## src/rtl/frame_dump_seq.sv

```systemverilog
// Frame dump sequencer: on a debounced trigger, reads the downsample buffer in raster
// order and streams each 32-bit word MSB-first to a UART. Define FRAME_DUMP_HEADER_EN for an 0xA5,0x5A preamble.
module frame_dump_seq #(
    parameter int WIDTH         = 40,
    parameter int HEIGHT        = 30,
    parameter int DEBOUNCE_BITS = 14,
    parameter int HOLDOFF_BITS  = 13
) (
    input  logic        sys_clk_i,
    input  logic        sys_rst_i,
    input  logic        trigger_i,
    output logic [5:0]  rd_x_o,
    output logic [4:0]  rd_y_o,
    input  logic [31:0] rd_q_i,
    input  logic        uart_busy_i,
    output logic        uart_wr_o,
    output logic [7:0]  uart_dat_o,
    output logic        busy_o,
    output logic        done_o,
    output logic [2:0]  dbg_state_o
);

    typedef enum logic [2:0] {
        S_IDLE   = 3'd0,
        S_FETCH  = 3'd1,
        S_LATCH  = 3'd2,
        S_WAIT   = 3'd3,
        S_STROBE = 3'd4,
`ifdef FRAME_DUMP_HEADER_EN
        S_HDR    = 3'd6,
`endif
        S_DONE   = 3'd5
    } state_t;

    localparam logic [5:0] X_LAST = 6'(WIDTH - 1);
    localparam logic [4:0] Y_LAST = 5'(HEIGHT - 1);
    localparam logic [DEBOUNCE_BITS-1:0] DEB_ONE  = 1;
    localparam logic [HOLDOFF_BITS-1:0]  HOLD_ONE = 1;

    state_t                    state_q, state_d;
    logic                      trig_meta_q, trig_sync_q;
    logic [DEBOUNCE_BITS-1:0]  deb_q;
    logic [HOLDOFF_BITS-1:0]   hold_q;
    logic [5:0]                x_q;
    logic [4:0]                y_q;
    logic [1:0]                z_q;
    logic [31:0]               word_q;
    logic [7:0]                dat_q;
    logic                      start;
    logic                      last_word;
    logic                      can_send;
`ifdef FRAME_DUMP_HEADER_EN
    logic                      hdr_q;
    logic                      hdr_sent_q;
`endif

    function automatic logic [7:0] pick_byte(input logic [31:0] w, input logic [1:0] idx);
        case (idx)
            2'd0:    pick_byte = w[31:24];
            2'd1:    pick_byte = w[23:16];
            2'd2:    pick_byte = w[15:8];
            default: pick_byte = w[7:0];
        endcase
    endfunction

    // The counter clears while the trigger is high, so a held button cannot restart a dump.
    assign start     = (state_q == S_IDLE) && trig_sync_q && (&deb_q);
    assign last_word = (x_q == X_LAST) && (y_q == Y_LAST);
    // UART handshake: a byte is offered by a one-cycle uart_wr_o pulse only when
    // uart_busy_i is low and the holdoff counter has saturated since the last pulse or busy.
    assign can_send  = (&hold_q) && !uart_busy_i && !uart_wr_o;

    always_ff @(posedge sys_clk_i or posedge sys_rst_i) begin
        if (sys_rst_i) begin
            state_q <= S_IDLE;
        end else begin
            state_q <= state_d;
        end
    end

    always_comb begin
        state_d   = state_q;
        uart_wr_o = 1'b0;
        done_o    = 1'b0;
        case (state_q)
            S_IDLE: begin
                if (start) begin
`ifdef FRAME_DUMP_HEADER_EN
                    state_d = S_HDR;
`else
                    state_d = S_FETCH;
`endif
                end
            end
`ifdef FRAME_DUMP_HEADER_EN
            S_HDR:   state_d = S_WAIT;
`endif
            S_FETCH: state_d = S_LATCH;
            S_LATCH: state_d = S_WAIT;
            S_WAIT: begin
                if (can_send) state_d = S_STROBE;
            end
            S_STROBE: begin
                uart_wr_o = 1'b1;
`ifdef FRAME_DUMP_HEADER_EN
                if (hdr_q) state_d = hdr_sent_q ? S_FETCH : S_HDR;
                else
`endif
                if (z_q != 2'd3)    state_d = S_WAIT;
                else if (last_word) state_d = S_DONE;
                else                state_d = S_FETCH;
            end
            S_DONE: begin
                done_o  = 1'b1;
                state_d = S_IDLE;
            end
            default: state_d = S_IDLE;
        endcase
    end

    always_ff @(posedge sys_clk_i or posedge sys_rst_i) begin
        if (sys_rst_i) begin
            trig_meta_q <= 1'b0;
            trig_sync_q <= 1'b0;
            deb_q       <= '0;
            hold_q      <= '0;
        end else begin
            trig_meta_q <= trigger_i;
            trig_sync_q <= trig_meta_q;
            if (trig_sync_q)  deb_q <= '0;
            else if (~&deb_q) deb_q <= deb_q + DEB_ONE;
            if (uart_busy_i || uart_wr_o) hold_q <= '0;
            else if (~&hold_q)            hold_q <= hold_q + HOLD_ONE;
        end
    end

    // Address only moves on start or the final byte of a word, keeping rd_q_i stable for LATCH.
    always_ff @(posedge sys_clk_i or posedge sys_rst_i) begin
        if (sys_rst_i) begin
            x_q        <= '0;
            y_q        <= '0;
            z_q        <= '0;
            word_q     <= '0;
            dat_q      <= '0;
`ifdef FRAME_DUMP_HEADER_EN
            hdr_q      <= 1'b0;
            hdr_sent_q <= 1'b0;
`endif
        end else begin
            case (state_q)
                S_IDLE: begin
                    if (start) begin
                        x_q <= '0;
                        y_q <= '0;
                        z_q <= '0;
`ifdef FRAME_DUMP_HEADER_EN
                        hdr_q      <= 1'b1;
                        hdr_sent_q <= 1'b0;
`endif
                    end
                end
`ifdef FRAME_DUMP_HEADER_EN
                S_HDR: dat_q <= hdr_sent_q ? 8'h5A : 8'hA5;
`endif
                S_LATCH: begin
                    word_q <= rd_q_i;
                    dat_q  <= rd_q_i[31:24];
                end
                S_STROBE: begin
`ifdef FRAME_DUMP_HEADER_EN
                    if (hdr_q) begin
                        if (hdr_sent_q) hdr_q <= 1'b0;
                        else            hdr_sent_q <= 1'b1;
                    end else
`endif
                    if (z_q != 2'd3) begin
                        z_q   <= z_q + 2'd1;
                        dat_q <= pick_byte(word_q, z_q + 2'd1);
                    end else if (!last_word) begin
                        z_q <= '0;
                        if (x_q == X_LAST) begin
                            x_q <= '0;
                            y_q <= y_q + 5'd1;
                        end else begin
                            x_q <= x_q + 6'd1;
                        end
                    end
                end
                default: ;
            endcase
        end
    end

    assign rd_x_o      = x_q;
    assign rd_y_o      = y_q;
    assign uart_dat_o  = dat_q;
    assign busy_o      = (state_q != S_IDLE);
    assign dbg_state_o = state_q;

endmodule
```

## config.mk

```make
export PLATFORM = sky130hd
export DESIGN_NAME = frame_dump_seq
export DESIGN_NICKNAME = d
export VERILOG_FILES = /design/src/rtl/frame_dump_seq.sv
export SDC_FILE = /design/constraint.sdc
export NUM_CORES = 1
export LEC_CHECK = 0
export CORE_ASPECT_RATIO = 0.75
export CORE_MARGIN = 5
export CORE_UTILIZATION = 56
export CTS_BUF_LIST = sky130_fd_sc_hd__clkbuf_8
export DETAILED_ROUTE_END_ITERATION = 8
export PLACE_DENSITY = 0.86
export SLEW_MARGIN = 0
export SYNTH_ARGS = -nofsm -noshare
export SYNTH_HDL_FRONTEND = slang
export SYNTH_SLANG_ARGS = --single-unit
```

## constraint.sdc

```tcl
create_clock -name sys_clk_i -period 3.2 [get_ports sys_clk_i]
set_input_delay 0.32 -clock sys_clk_i [delete_from_list [all_inputs] [get_ports sys_clk_i]]
set_output_delay 0.32 -clock sys_clk_i [all_outputs]
set_load 0.01 [all_outputs]
```

==> results of run 1 <==
[power breakdown]
part           switching, uW  internal [uW]
sequential              8.35           1080
clock                    357            452
combinational           39.1           47.1
[Yosys cell counts, types with 7 or more instances]
master    instances  area, um^2
dfrtp_1          85        2130
ha_1             10         125
nand4_1          10        62.6
nor2_1           40         150
nor3_1            7        35.0
clkbuf_1         10        37.5
a222oi_1          8        80.1
inv_1             7        26.3
nand3_1          15        75.1
and3_1            7        43.8
mux2_2           32         360
xor2_1           13         114
a31oi_1          11        68.8
nand2_1          43         161
o21ai_0          21         105
a21oi_1           7        35.0
xnor2_1           7        61.3
[cell usage in the layout (no fill, tap or decap), drive strengths merged, types with 2 or more instances in the layout]
cell           count
bufinv             2
a222oi             8
nand4b             2
inv                8
a21oi              7
or2                2
nor4               3
nand4             11
clkbuf            10
clkdlybuf4s50     60
nor4b              2
nor3               8
xnor2              7
nand3             16
o31ai              2
o21a               2
ha                10
buf                5
dfrtp             85
clkinv             2
nand2             43
nor2b              3
nor3b              3
and2               4
nor2              41
and3               8
mux2              32
o21ai             22
a211o              2
xor2              13
or3                3
a21o               2
a22o               2
a31oi             11
[sequential cells by signal, indices dropped and copies added (netlist names)]
register / cells
dbg_state_o: 3
deb_q: 14
hold_q: 13
rd_x_o: 6
rd_y_o: 5
trig_meta_q: 1
trig_sync_q: 1
uart_dat_o: 8
word_q: 32
z_q: 2
[final cells by class]
class,count,area (um^2)
Fill cell,514,2230
Inverter,8,31.3
Timing Repair Buffer,65,638
Multi-Input combinational cell,280,1900
Tap cell,101,126
Sequential cell,85,2130
Clock buffer,10,138
Clock inverter,5,76.3
[metrics by stage]
stage               area (um^2)  hold slack, ns  cells  util (%)  power (uW)
finish                     5030           0.307    554      69.3        1980
global route               5030           0.334    554      69.3        2060
CTS                        5030           0.308    554      69.3        2010
detailed placement         4820           0.335    539      66.4        1200
global placement           4820           0.334    539      66.4        1200
floorplan                  4120           0.331    389         -        1140
[worst max-delay path, delay by kind of cell (launching register included)]
kind | cells | cell delay, ns
flip-flops | 1 | 0.47
buffers and inverters | 2 | 0.72
AND/OR/NAND/NOR | 2 | 0.74
[kinds of logic after synthesis]
group / after synthesis / share of synthesized area (%)
XOR/XNOR: 20 / 4.26
multiplexers: 33 / 9.00
buffers and inverters: 24 / 2.34
AO/OA/AOI/OAI: 66 / 11.0
AND/OR/NAND/NOR: 151 / 18.7
adder cells (fa/ha/maj): 10 / 3.04
flip-flops: 85 / 51.7
[how the worst max path moves through the flow]
stage / start / endpoint / slack [ns]
2_1_floorplan: sys_rst_i / dbg_state_o[0] / 0.69
3_3_place_gp: dbg_state_o[0] / uart_wr_o / 1.15
3_5_place_dp: dbg_state_o[0] / uart_wr_o / 1.05
4_1_cts: dbg_state_o[0] / uart_wr_o / 0.61
5_1_grt: dbg_state_o[0] / uart_wr_o / 0.51
6_report: dbg_state_o[0] / uart_wr_o / 0.60
[metal layers]
metal	share of wire [%]	up-vias	GRT usage, %
li1	-	1512	-
met1	45	1567	29.8
met2	47	125	32.3
met3	6.3	20	6.30
met4	1.9	0	6.88
met5	0	-	0
==> results.json, run 1 <==
{
  "status": "completed",
  "htree_levels": 3,
  "hp-class": "in2async",
  "slew_violations": 0,
  "fin_nets": 495,
  "avgSynthCellArea_um2": 10.6,
  "drv_cap": 0,
  "track_usage_pct": 21.4,
  "setup_viol": 0,
  "cts.reportedPaths.clkPinSlew_ns": 0.08,
  "skew_ns": 0.00547,
  "fin_crit_ns": 2.60,
  "required_ns": 2.88,
  "cts_hold_buf": 0,
  "setup_tns_ns": 0,
  "place.gp.congestion": 0.837,
  "numCtsBuffers": 9,
  "slew_headroom_pct": 62.5,
  "fmax_ghz": 0.385,
  "synth_edf_count": 0,
  "overflow": 0,
  "grt_max_degree": 38,
  "clock_latency_ns": 0.35,
  "antenna_found_initial": 0,
  "p_per_area_nw_per_um2": 394,
  "r2r_slack_ns": 1.04,
  "cts_setup_buffers": 0,
  "drive_gt1_share_pct": 15.0,
  "synth_cell_types": 54,
  "rsz0062_at_grt": "no",
  "cp-end-kind": "output pin",
  "crit_path_cell_trace": "nor2_1 -> nand2_1 -> inv_2 -> clkdlybuf4s50_1",
  "dieArea_um2": 9180,
  "totalWireLength_um": 9260,
  "coreArea_um2": 7260,
  "hold_viol": 0,
  "post_drt_wl_per_cell_um": 16.7,
  "grt_pass1_vias": 3212,
  "clk_path_buf_depth": 2,
  "rr_worst_depth": 5,
  "ir_worst_vdd_mv": 0.250,
  "netlist_area_um2": 4120,
  "root_buffer": "clkbuf_8",
  "num_rows": 27,
  "via_count": 3224,
  "n_antenna_cell": 0,
  "fin_crit_sh_pct": 81.2,
  "drc": 0,
  "via_per_inst": 5.82,
  "place_ws_ns": 1.05,
  "grt_pass1_wl_um": 15700,
  "start_util_pct": 56.7,
  "yosysSeqAreaShare_pct": 51.7,
  "critPathKind": "reg2out",
  "power_leakage_uw": 0.00223,
  "syn_nets": 435,
  "cts_tree": "built",
  "r2r-start": "dbg_state_o[0]",
  "slowest_delay_ns": 0.55,
  "drt_iter0_markers": 234,
  "hpwlAfterDp_um": 6570,
  "die_y_um": 84.2,
  "postCtsResizedCells": 0,
  "finalWorstSetupSlack_ns": 0.603,
  "worstMarginPinSlew_ns": 0.559,
  "area_growth_pct": 22.3,
  "reg2reg_to": "rd_x_o[4]",
  "die_w_um": 109,
  "cp_data_arrival_time_ns": 2.28,
  "io_buffer_count": 60,
  "ioPinCount": 61,
  "synth_ff_type": "dfrtp_1",
  "cp_max_fo": 13,
  "drtPass1Iterations": 5,
  "synthCells": 389,
  "crit_path_start_kind": "flop",
  "yosysWarnings": 0,
  "cts.sinks": 85,
  "ant_nets": 0,
  "yosys_register_bits": 85,
  "crit_slowest_cell": "clkdlybuf4s50_1",
  "ys_async_sr_fraction_pct": 100
}
Power figures use the tool's default switching activity.
==> run 2: changes to the inputs <==
==> constraint.sdc (replaced) <==
create_clock -name sys_clk_i -period 2.6 [get_ports sys_clk_i]
set_input_delay 0.26 -clock sys_clk_i [delete_from_list [all_inputs] [get_ports sys_clk_i]]
set_output_delay 0.26 -clock sys_clk_i [all_outputs]
set_load 0.01 [all_outputs]
==> run 2 against run 1 <==
Sequential power grew 23%. Highest routed layer unchanged. Wire length grew 3.4%. Hold slack gained 0.031 ns. Critical endpoint unchanged. Global-route usage grew 0.59 points. Cell area is essentially flat. Combinational power grew 27%. Sequential cell count is the same.
==> results.json, run 2 (synthesis results as in run 1) <==
{
  "skew_ns": 0.0118,
  "crit_path_start_kind": "flop",
  "grt_pass1_vias": 3312,
  "die_w_um": 109,
  "hp-class": "in2async",
  "cts_tree": "built",
  "top_register": "word_q",
  "critPathBufInv": 2,
  "dieArea_um2": 9180,
  "fin_crit_ns": 2.42,
  "crit_family": "buffers and inverters",
  "coreArea_um2": 7260,
  "cp_max_fo": 12,
  "postCtsResizedCells": 0,
  "cts_hold_buf": 0,
  "ioPinCount": 61,
  "required_ns": 2.34,
  "cts_setup_buffers": 0,
  "slew_violations": 0,
  "slowest_delay_ns": 0.56,
  "track_usage_pct": 22.0,
  "cp-end-kind": "output pin",
  "power_leakage_uw": 0.00223,
  "drv_cap": 0,
  "via_per_inst": 5.78,
  "drc": 0,
  "design_area_um2": 5030,
  "reg_top3": "word_q x32, deb_q x14, hold_q x13",
  "totalWireLength_um": 9570,
  "ir_worst_vdd_mv": 0.351,
  "num_rows": 27,
  "final_common_cell": "dfrtp_1",
  "start_util_pct": 56.7,
  "r2r_slack_ns": 0.51,
  "post-place-cells": 540,
  "worstMarginPinSlew_ns": 0.812,
  "ant_nets": 0,
  "htree_levels": 3,
  "setup_viol": 0,
  "place.gp.congestion": 0.847,
  "root_buffer": "clkbuf_8",
  "io_buffer_count": 60,
  "cp_data_arrival_time_ns": 2.16,
  "die_y_um": 84.2,
  "p_per_area_nw_per_um2": 465,
  "placed_cell_area_um2": 4840,
  "fin_nets": 496,
  "drtPass1Iterations": 5,
  "final_util_pct": 69.3,
  "rsz0062_at_grt": "no",
  "overflow": 0,
  "post_drt_wl_per_cell_um": 17.2,
  "crit_start": "dbg_state_o[0]",
  "drive_gt1_share_pct": 15.6,
  "clk_path_buf_depth": 2,
  "r2r-start": "rd_x_o[0]",
  "cts.reportedPaths.clkPinSlew_ns": 0.10,
  "fmax_ghz": 0.413,
  "mostFrequentLayoutCells": "dfrtp_1 (85), clkdlybuf4s50_1 (60), nand2_1 (43), nor2_1 (40), mux2_2 (32)",
  "drt_iter0_markers": 223,
  "hpwlAfterDp_um": 6760,
  "critPathKind": "reg2out",
  "slew_headroom_pct": 45.8,
  "status": "completed",
  "grt_pass1_wl_um": 16000,
  "rr_worst_depth": 6,
  "area_growth_pct": 22.2,
  "reg2reg_to": "rd_x_o[4]",
  "fin_cells": 556,
  "largest_reg_flops": 32,
  "fin_crit_sh_pct": 93.2,
  "via_count": 3212,
  "hold_viol": 0,
  "n_antenna_cell": 0,
  "crit_path_cell_trace": "nor2_1 -> nand2_1 -> inv_2 -> clkdlybuf4s50_1",
  "numCtsBuffers": 9,
  "cts.sinks": 85,
  "grt_max_degree": 47,
  "setup_tns_ns": 0,
  "fillers": 520,
  "antenna_found_initial": 0,
  "crit_slowest_cell": "clkdlybuf4s50_1",
  "clock_latency_ns": 0.36
}
==> run 2: cell count changes in the layout (fill, tap and decap cells not counted), sizes merged <==
cell,change
inv,+3
bufinv,-2
buf,+1
==> run 2: final cells by class <==
type                       instances  area, um^2  share of cell area, %
clock buffer                      10         138                   2.74
clock inverter                     6        51.3                   1.02
inverter                           8        31.3                  0.622
multi-input combinational        280        1900                   37.7
sequential                        85        2130                   42.3
tap                              101         126                   2.51
timing repair buffer              66         658                   13.1
==> run 2: per-stage QoR <==
step	setup slack (ns)	hold slack (ns)	power [uW]
after floorplan	0.147	0.291	1400
after global placement	0.625	0.335	1480
after detailed placement	0.538	0.336	1480
after CTS	0.181	0.322	2360
after global routing	0.0621	0.317	2430
final	0.178	0.338	2340
==> run 2: metal layers <==
layer | up-vias | track usage, % | wire length [um]
met5 | - | 0 | 0
met4 | 0 | 5.28 | 75
met3 | 10 | 6.38 | 620
met2 | 124 | 34.2 | 4600
met1 | 1558 | 30.5 | 4280
li1 | 1520 | - | -
==> run 2: worst register-to-register path, cell delays in order (launching register included) <==
cell	delay, ns
dfrtp_1	0.43
ha_1	0.25
nand4b_1	0.18
nor3_1	0.49
or3_1	0.29
nor3_1	0.08
a211o_1	0.26
==> run 2: worst max-delay path by stage <==
stage          slack, ns              to  cells past startpoint
2_1_floorplan       0.15  dbg_state_o[0]                      1
3_3_place_gp        0.63       rd_x_o[4]                      7
3_5_place_dp        0.54       rd_x_o[4]                      7
4_1_cts             0.18       uart_wr_o                      4
5_1_grt             0.06       uart_wr_o                      4
6_report            0.18       uart_wr_o                      4
==> run 2: power by group <==
| group | switching [uW] | leakage, uW | total (uW) | internal [uW] |
|---|---|---|---|---|
| Clock | 498 | 0.0000943 | 886 | 388 |
| Combinational | 49.9 | 0.000996 | 110 | 60.2 |
| Sequential | 10.9 | 0.00114 | 1340 | 1330 |
| Total | 558 | 0.00223 | 2340 | 1780 |
